File: src/rtl/bullet_collider.sv
// Per-frame bullet vs. heart collision scan with HP bookkeeping.
// Optional green-bullet healing is enabled by defining BULLET_COLLIDER_HEAL_EN.
module bullet_collider #(
  parameter int NUM_BULLETS = 3,
  parameter int HP_INIT     = 20
) (
  input  logic                   clk,
  input  logic                   rst_n,
  input  logic                   start,
  input  logic [15:0]            player_pos,
  input  logic [15:0]            player_size,
  input  logic                   player_moving,
  input  logic [15:0]            bullet_pos,
  input  logic [15:0]            bullet_size,
  input  logic [1:0]             bullet_color,
  input  logic                   bullet_render,
  output logic [2:0]             bullet_index,
  output logic [NUM_BULLETS-1:0] hit_mask,
  output logic [7:0]             hp,
  output logic                   busy,
  output logic                   done,
  output logic                   dead
);

  typedef enum logic [2:0] {IDLE, FETCH, CHECK, APPLY, DONE} state_t;

  state_t                 state_q, state_d;
  logic [2:0]             idx_q, idx_d;
  logic [NUM_BULLETS-1:0] scratch_q, scratch_d;
  logic [NUM_BULLETS-1:0] hit_mask_q, hit_mask_d;
  logic [7:0]             hp_q, hp_d;
  logic [5:0]             dmg_q, dmg_d;
  logic [3:0]             heal_q, heal_d;
  logic                   done_q, done_d;

  logic [8:0]        px_end, py_end, bx_end, by_end;
  logic              hit;
  logic signed [9:0] hp_calc;

  assign px_end = {1'b0, player_pos[15:8]} + {1'b0, player_size[15:8]};
  assign py_end = {1'b0, player_pos[7:0]}  + {1'b0, player_size[7:0]};
  assign bx_end = {1'b0, bullet_pos[15:8]} + {1'b0, bullet_size[15:8]};
  assign by_end = {1'b0, bullet_pos[7:0]}  + {1'b0, bullet_size[7:0]};

  // Strict overlap test: boxes that only share an edge do not collide.
  assign hit = bullet_render
             && ({1'b0, bullet_pos[15:8]} < px_end) && ({1'b0, player_pos[15:8]} < bx_end)
             && ({1'b0, bullet_pos[7:0]}  < py_end) && ({1'b0, player_pos[7:0]}  < by_end);

  assign hp_calc = 10'(hp_q) - 10'(dmg_q) + 10'(heal_q);

  always_comb begin
    state_d    = state_q;
    idx_d      = idx_q;
    scratch_d  = scratch_q;
    hit_mask_d = hit_mask_q;
    hp_d       = hp_q;
    dmg_d      = dmg_q;
    heal_d     = heal_q;
    done_d     = 1'b0;
    unique case (state_q)
      IDLE: begin
        // done_q high means the previous scan is still reporting; treat as busy.
        if (start && !dead && !done_q) begin
          scratch_d = '0;
          dmg_d     = '0;
          heal_d    = '0;
          idx_d     = '0;
          state_d   = FETCH;
        end
      end
      FETCH: state_d = CHECK;
      CHECK: begin
        if (hit) begin
          scratch_d = scratch_q | (NUM_BULLETS'(1) << idx_q);
          unique case (bullet_color)
            2'b01: begin
`ifdef BULLET_COLLIDER_HEAL_EN
              heal_d = heal_q + 4'd1;
`else
              dmg_d = dmg_q + 6'd1;
`endif
            end
            2'b10:   dmg_d = dmg_q + (player_moving ? 6'd1 : 6'd0);
            default: dmg_d = dmg_q + 6'd2;
          endcase
        end
        if (idx_q == 3'(NUM_BULLETS - 1)) begin
          state_d = APPLY;
        end else begin
          idx_d   = idx_q + 3'd1;
          state_d = FETCH;
        end
      end
      APPLY: begin
        if (hp_calc < 10'sd0)
          hp_d = 8'd0;
        else if (hp_calc > $signed(10'(HP_INIT)))
          hp_d = 8'(HP_INIT);
        else
          hp_d = hp_calc[7:0];
        hit_mask_d = scratch_q;
        idx_d      = '0;
        state_d    = DONE;
      end
      DONE: begin
        // Registered so done rises one edge after hp/hit_mask update.
        done_d  = 1'b1;
        state_d = IDLE;
      end
      default: state_d = IDLE;
    endcase
  end

  always_ff @(posedge clk or negedge rst_n) begin
    if (!rst_n) begin
      state_q    <= IDLE;
      idx_q      <= '0;
      scratch_q  <= '0;
      hit_mask_q <= '0;
      hp_q       <= 8'(HP_INIT);
      dmg_q      <= '0;
      heal_q     <= '0;
      done_q     <= 1'b0;
    end else begin
      state_q    <= state_d;
      idx_q      <= idx_d;
      scratch_q  <= scratch_d;
      hit_mask_q <= hit_mask_d;
      hp_q       <= hp_d;
      dmg_q      <= dmg_d;
      heal_q     <= heal_d;
      done_q     <= done_d;
    end
  end

  assign bullet_index = idx_q;
  assign hit_mask     = hit_mask_q;
  assign hp           = hp_q;
  assign done         = done_q;
  assign busy         = (state_q != IDLE) || done_q;
  assign dead         = (hp_q == 8'd0);

endmodule

File: config.mk
export PLATFORM = sky130hd
export DESIGN_NAME = bullet_collider
export DESIGN_NICKNAME = d
export VERILOG_FILES = /design/src/rtl/bullet_collider.sv
export SDC_FILE = /design/constraint.sdc
export NUM_CORES = 1
export LEC_CHECK = 0
export BUFFER_PORTS_ARGS = -buffer_cell sky130_fd_sc_hd__clkbuf_2
export CAP_MARGIN = 20
export CORE_ASPECT_RATIO = 0.8
export CORE_MARGIN = 1
export CORE_UTILIZATION = 35
export CTS_CLUSTER_SIZE = 30
export DETAILED_ROUTE_END_ITERATION = 12
export PLACE_DENSITY = 0.65
export SLEW_MARGIN = 30
export SYNTH_ARGS = -nofsm -noshare
export SYNTH_HDL_FRONTEND = slang
export SYNTH_SLANG_ARGS = --single-unit
File: constraint.sdc
create_clock -name clk -period 2.7 [get_ports clk]
set_clock_uncertainty 0.15 [all_clocks]
set_input_delay 0.405 -clock clk [delete_from_list [all_inputs] [get_ports clk]]
set_output_delay 0.405 -clock clk [all_outputs]
set_load 0.01 [all_outputs]
==> flow_summary.json <==
{
  "dp_slack_ns": -0.884,
  "power_frac_comb": 0.537,
  "drv_slew": 0,
  "setup_ws_ns": -0.487,
  "p_leak_nw": 2.67,
  "die_area_sq_um": 10500,
  "r2r-start": "hp[0]",
  "cts.clk_slew.worst_paths_ns": 0.07,
  "slowest_stage": "or4_1",
  "num_vias": 3466,
  "fin_cells": 708,
  "vias_per_cell": 4.90,
  "clock_latency_ns": 0.26,
  "grt_pass1_vias": 3508,
  "synth-edff-count": 0,
  "synth_top_family_by_area": "adder cells",
  "maxSlewHeadroom": 0.535,
  "power.share.clock": 0.211,
  "synth_compound_area_frac": 0.214,
  "synth_area_sq_um": 3540,
  "synth-simple-area-share": 0.173,
  "drtIter0Drc": 136,
  "place_inst": 689,
  "rows": 32,
  "required_ns": 2.75,
  "wire_per_inst_microns": 13.2,
  "n_antenna_cell": 0,
  "critical_path_class": "input pin to register",
  "cts-root-buf": "clkbuf_16",
  "synthAdderAreaFrac": 0.293,
  "maxCapViolations": 0,
  "grt_start_max_net_pins": 28,
  "hold_path.class": "input pin to async pin",
  "dr.pass1.iters": 4,
  "finalCriticalPeriod_ns": 3.19,
  "die_h_microns": 92.0,
  "setup_viol_count_final": 13,
  "numCtsBuffers": 3,
  "worst_r2r_path_depth": 12,
  "seq_area_frac_synth": 0.191,
  "netlist_instances": 388,
  "status": "finished with violations",
  "ys.flop_type": "dfrtp_1",
  "grt_pass1_wl_microns": 15600,
  "hpwl_microns": 7670,
  "yosys_warnings": 0,
  "cpMostUsedCell": "o21ai_2",
  "rrSetupSlack_ns": -0.09,
  "synth_xor_area_frac": 0.0766,
  "drt-total-wl_microns": 9380,
  "internal-power_mw": 1.07,
  "max_stage_delay_ns": 0.41,
  "rr_endpoint": "hp[3]",
  "peakVddDrop_mv": 0.247,
  "power_mw": 1.61,
  "critPathCaptureType": "register",
  "mappedNetlistNets": 539,
  "synth_mux_area_frac": 0.00847,
  "clock-sinks": 27,
  "layout-drive-gt1-share": 0.444,
  "initial_utilization": 0.364,
  "die_w_microns": 114,
  "yosys_register_bits": 27,
  "cts_tree": "done",
  "worstMarginPinSlew_ns": 0.698,
  "p_sw_frac": 0.336,
  "postRouteAntennaNets": 0,
  "cp-start-kind": "input pin",
  "timing_hold_violations_final": 0,
  "rsz0062_at_grt": "true",
  "fp.coreArea_sq_um": 9730,
  "synthArstFlopShare": 1.00,
  "grt_remaining_overflow": 0,
  "drc": 0,
  "fillers": 883,
  "io-pin-count": 88,
  "netSwitchingPower_mw": 0.542,
  "violations": "setup timing",
  "cp_cell_sequence": "clkbuf_2 -> ha_4 -> inv_2 -> fa_2 -> and2b_1 -> o2111ai_2 -> nand4_1 -> xnor2_1 -> ha_1 -> o21a_1 -> o21ai_2 -> o21ai_2 -> a22oi_4 -> nand2_4 -> or4_1 -> nand3_1",
  "nets": 724,
  "power_density_nw_per_um2": 309,
  "cts_max_level": 1,
  "cp_max_fo": 7,
  "grt_usage": 0.182,
  "portBuffers": 87,
  "crit_family": "simple AND/OR/NAND/NOR gates",
  "netlist.top_cell.by_area": "ha_1",
  "fmax_ghz": 0.314,
  "seqPwrFrac": 0.252,
  "synth_area_leaders": "ha_1 26%, dfrtp_1 18%, xnor2_1 4.9%",
  "syn2layout_area_growth_pct": 47.1,
  "worst-path-buf-inv": 2,
  "cts_buffer_depth": 2,
  "synth_top_area_share": 0.265,
  "antenna_found_initial": 0,
  "critPathArrivalTime_ns": 3.24,
  "min_period_over_period": 1.18,
  "crit_path_start": "bullet_pos[0]",
  "postSynthAreaPerCell_sq_um": 9.13,
  "place.gp.congestion": 0.882,
  "yosys.cell_types.count": 62
}
## area by class of cell
cell class | count | area (sq um) | area share
Clock buffer | 3 | 75.1 | 0.0144
Tap cell | 136 | 170 | 0.0326
Inverter | 29 | 109 | 0.0209
Multi-Input combinational cell | 327 | 2960 | 0.569
Timing Repair Buffer | 185 | 1210 | 0.233
Sequential cell | 27 | 678 | 0.130
Clock inverter | 1 | 5.00 | 0.000960
## stage by stage
stage	TNS, ns	utilization	hold slack [ns]	instance area [sq um]
after floorplan	-4.33	-	-0.0406	3630
after global placement	-6.34	0.494	0.321	4810
after detailed placement	-7.56	0.494	0.320	4810
after CTS	-4.55	0.518	0.0543	5040
after global routing	-6.76	0.536	0.0903	5210
final	-4.21	0.536	0.0267	5210
## state kept, by name (all words and copies together) (netlist names)
signal and count:
hit_mask 3, hp 8, state_q 3, done 1
dmg_q 6, scratch_q 3, bullet_index 3
## metal layers
layer  wire length, microns  track usage
met5                      0            0
met4                     39       0.0173
met3                    254       0.0218
met2                   4680        0.327
met1                   4400        0.239
## worst max-delay path by stage
| stage | endpoint | depth (start not counted) |
|---|---|---|
| 2_1_floorplan | dmg_q[0] | 17 |
| 3_3_place_gp | dmg_q[0] | 16 |
| 3_5_place_dp | dmg_q[0] | 16 |
| 4_1_cts | dmg_q[0] | 17 |
| 5_1_grt | dmg_q[0] | 16 |
| 6_report | dmg_q[0] | 16 |
## power groups by stage
stage / Sequential (mW) / Clock, mW / Combinational [mW]
floorplan: 0.414 / 0 / 0.466
global placement: 0.414 / 0 / 0.726
detailed placement: 0.414 / 0 / 0.751
CTS: 0.406 / 0.350 / 0.801
global route: 0.406 / 0.359 / 0.965
finish: 0.406 / 0.341 / 0.866
## Yosys cell counts (all sizes together), types with 2 or more instances
cell type  instances
a2111oi            3
a211oi             4
a21o              11
a21oi             25
a22o               3
and2               5
and2b              2
buf                3
clkbuf             2
dfrtp             25
dfstp              2
fa                 5
ha                75
inv               29
mux2i              3
nand2             30
nand2b             9
nand3              9
nand4              4
nor2              16
nor2b              2
nor3              11
nor3b              3
nor4b              5
o2111ai            4
o21a               5
o21ai             30
o21bai             4
o22a               3
o32ai              2
o41ai              4
or2b               2
or3                2
or4                4
xnor2             20
xor2              11
## repair_timing
action / 4_1_cts / 5_1_grt
endpoints found under the setup margin: 14 / 14
hold buffers: 0 / 0
resized for setup: 23 / 26
buffers inserted: 8 / 7
pin swaps: 23 / 12
gates cloned: 0 / 0
## cells by family after synthesis
family | after synthesis
simple gates | 108
compound gates | 105
fa+ha+maj | 80
buf+inv | 34
xor+xnor | 31
flops | 27
mux | 3
## placed cells by master (no fill, tap or decap), drive strengths merged, types with 3 or more instances in the layout
cell	count
a2111oi	3
a211oi	4
a21o	11
a21oi	25
a22o	3
and2	5
buf	101
clkbuf	87
dfrtp	25
fa	5
ha	75
inv	29
mux2i	3
nand2	30
nand2b	9
nand3	9
nand4	4
nor2	16
nor3	11
nor3b	3
nor4b	5
o2111ai	4
o21a	5
o21ai	30
o21bai	4
o22a	3
o41ai	4
or4	4
xnor2	20
xor2	11
No activity file was read; power rests on OpenSTA's default activity.
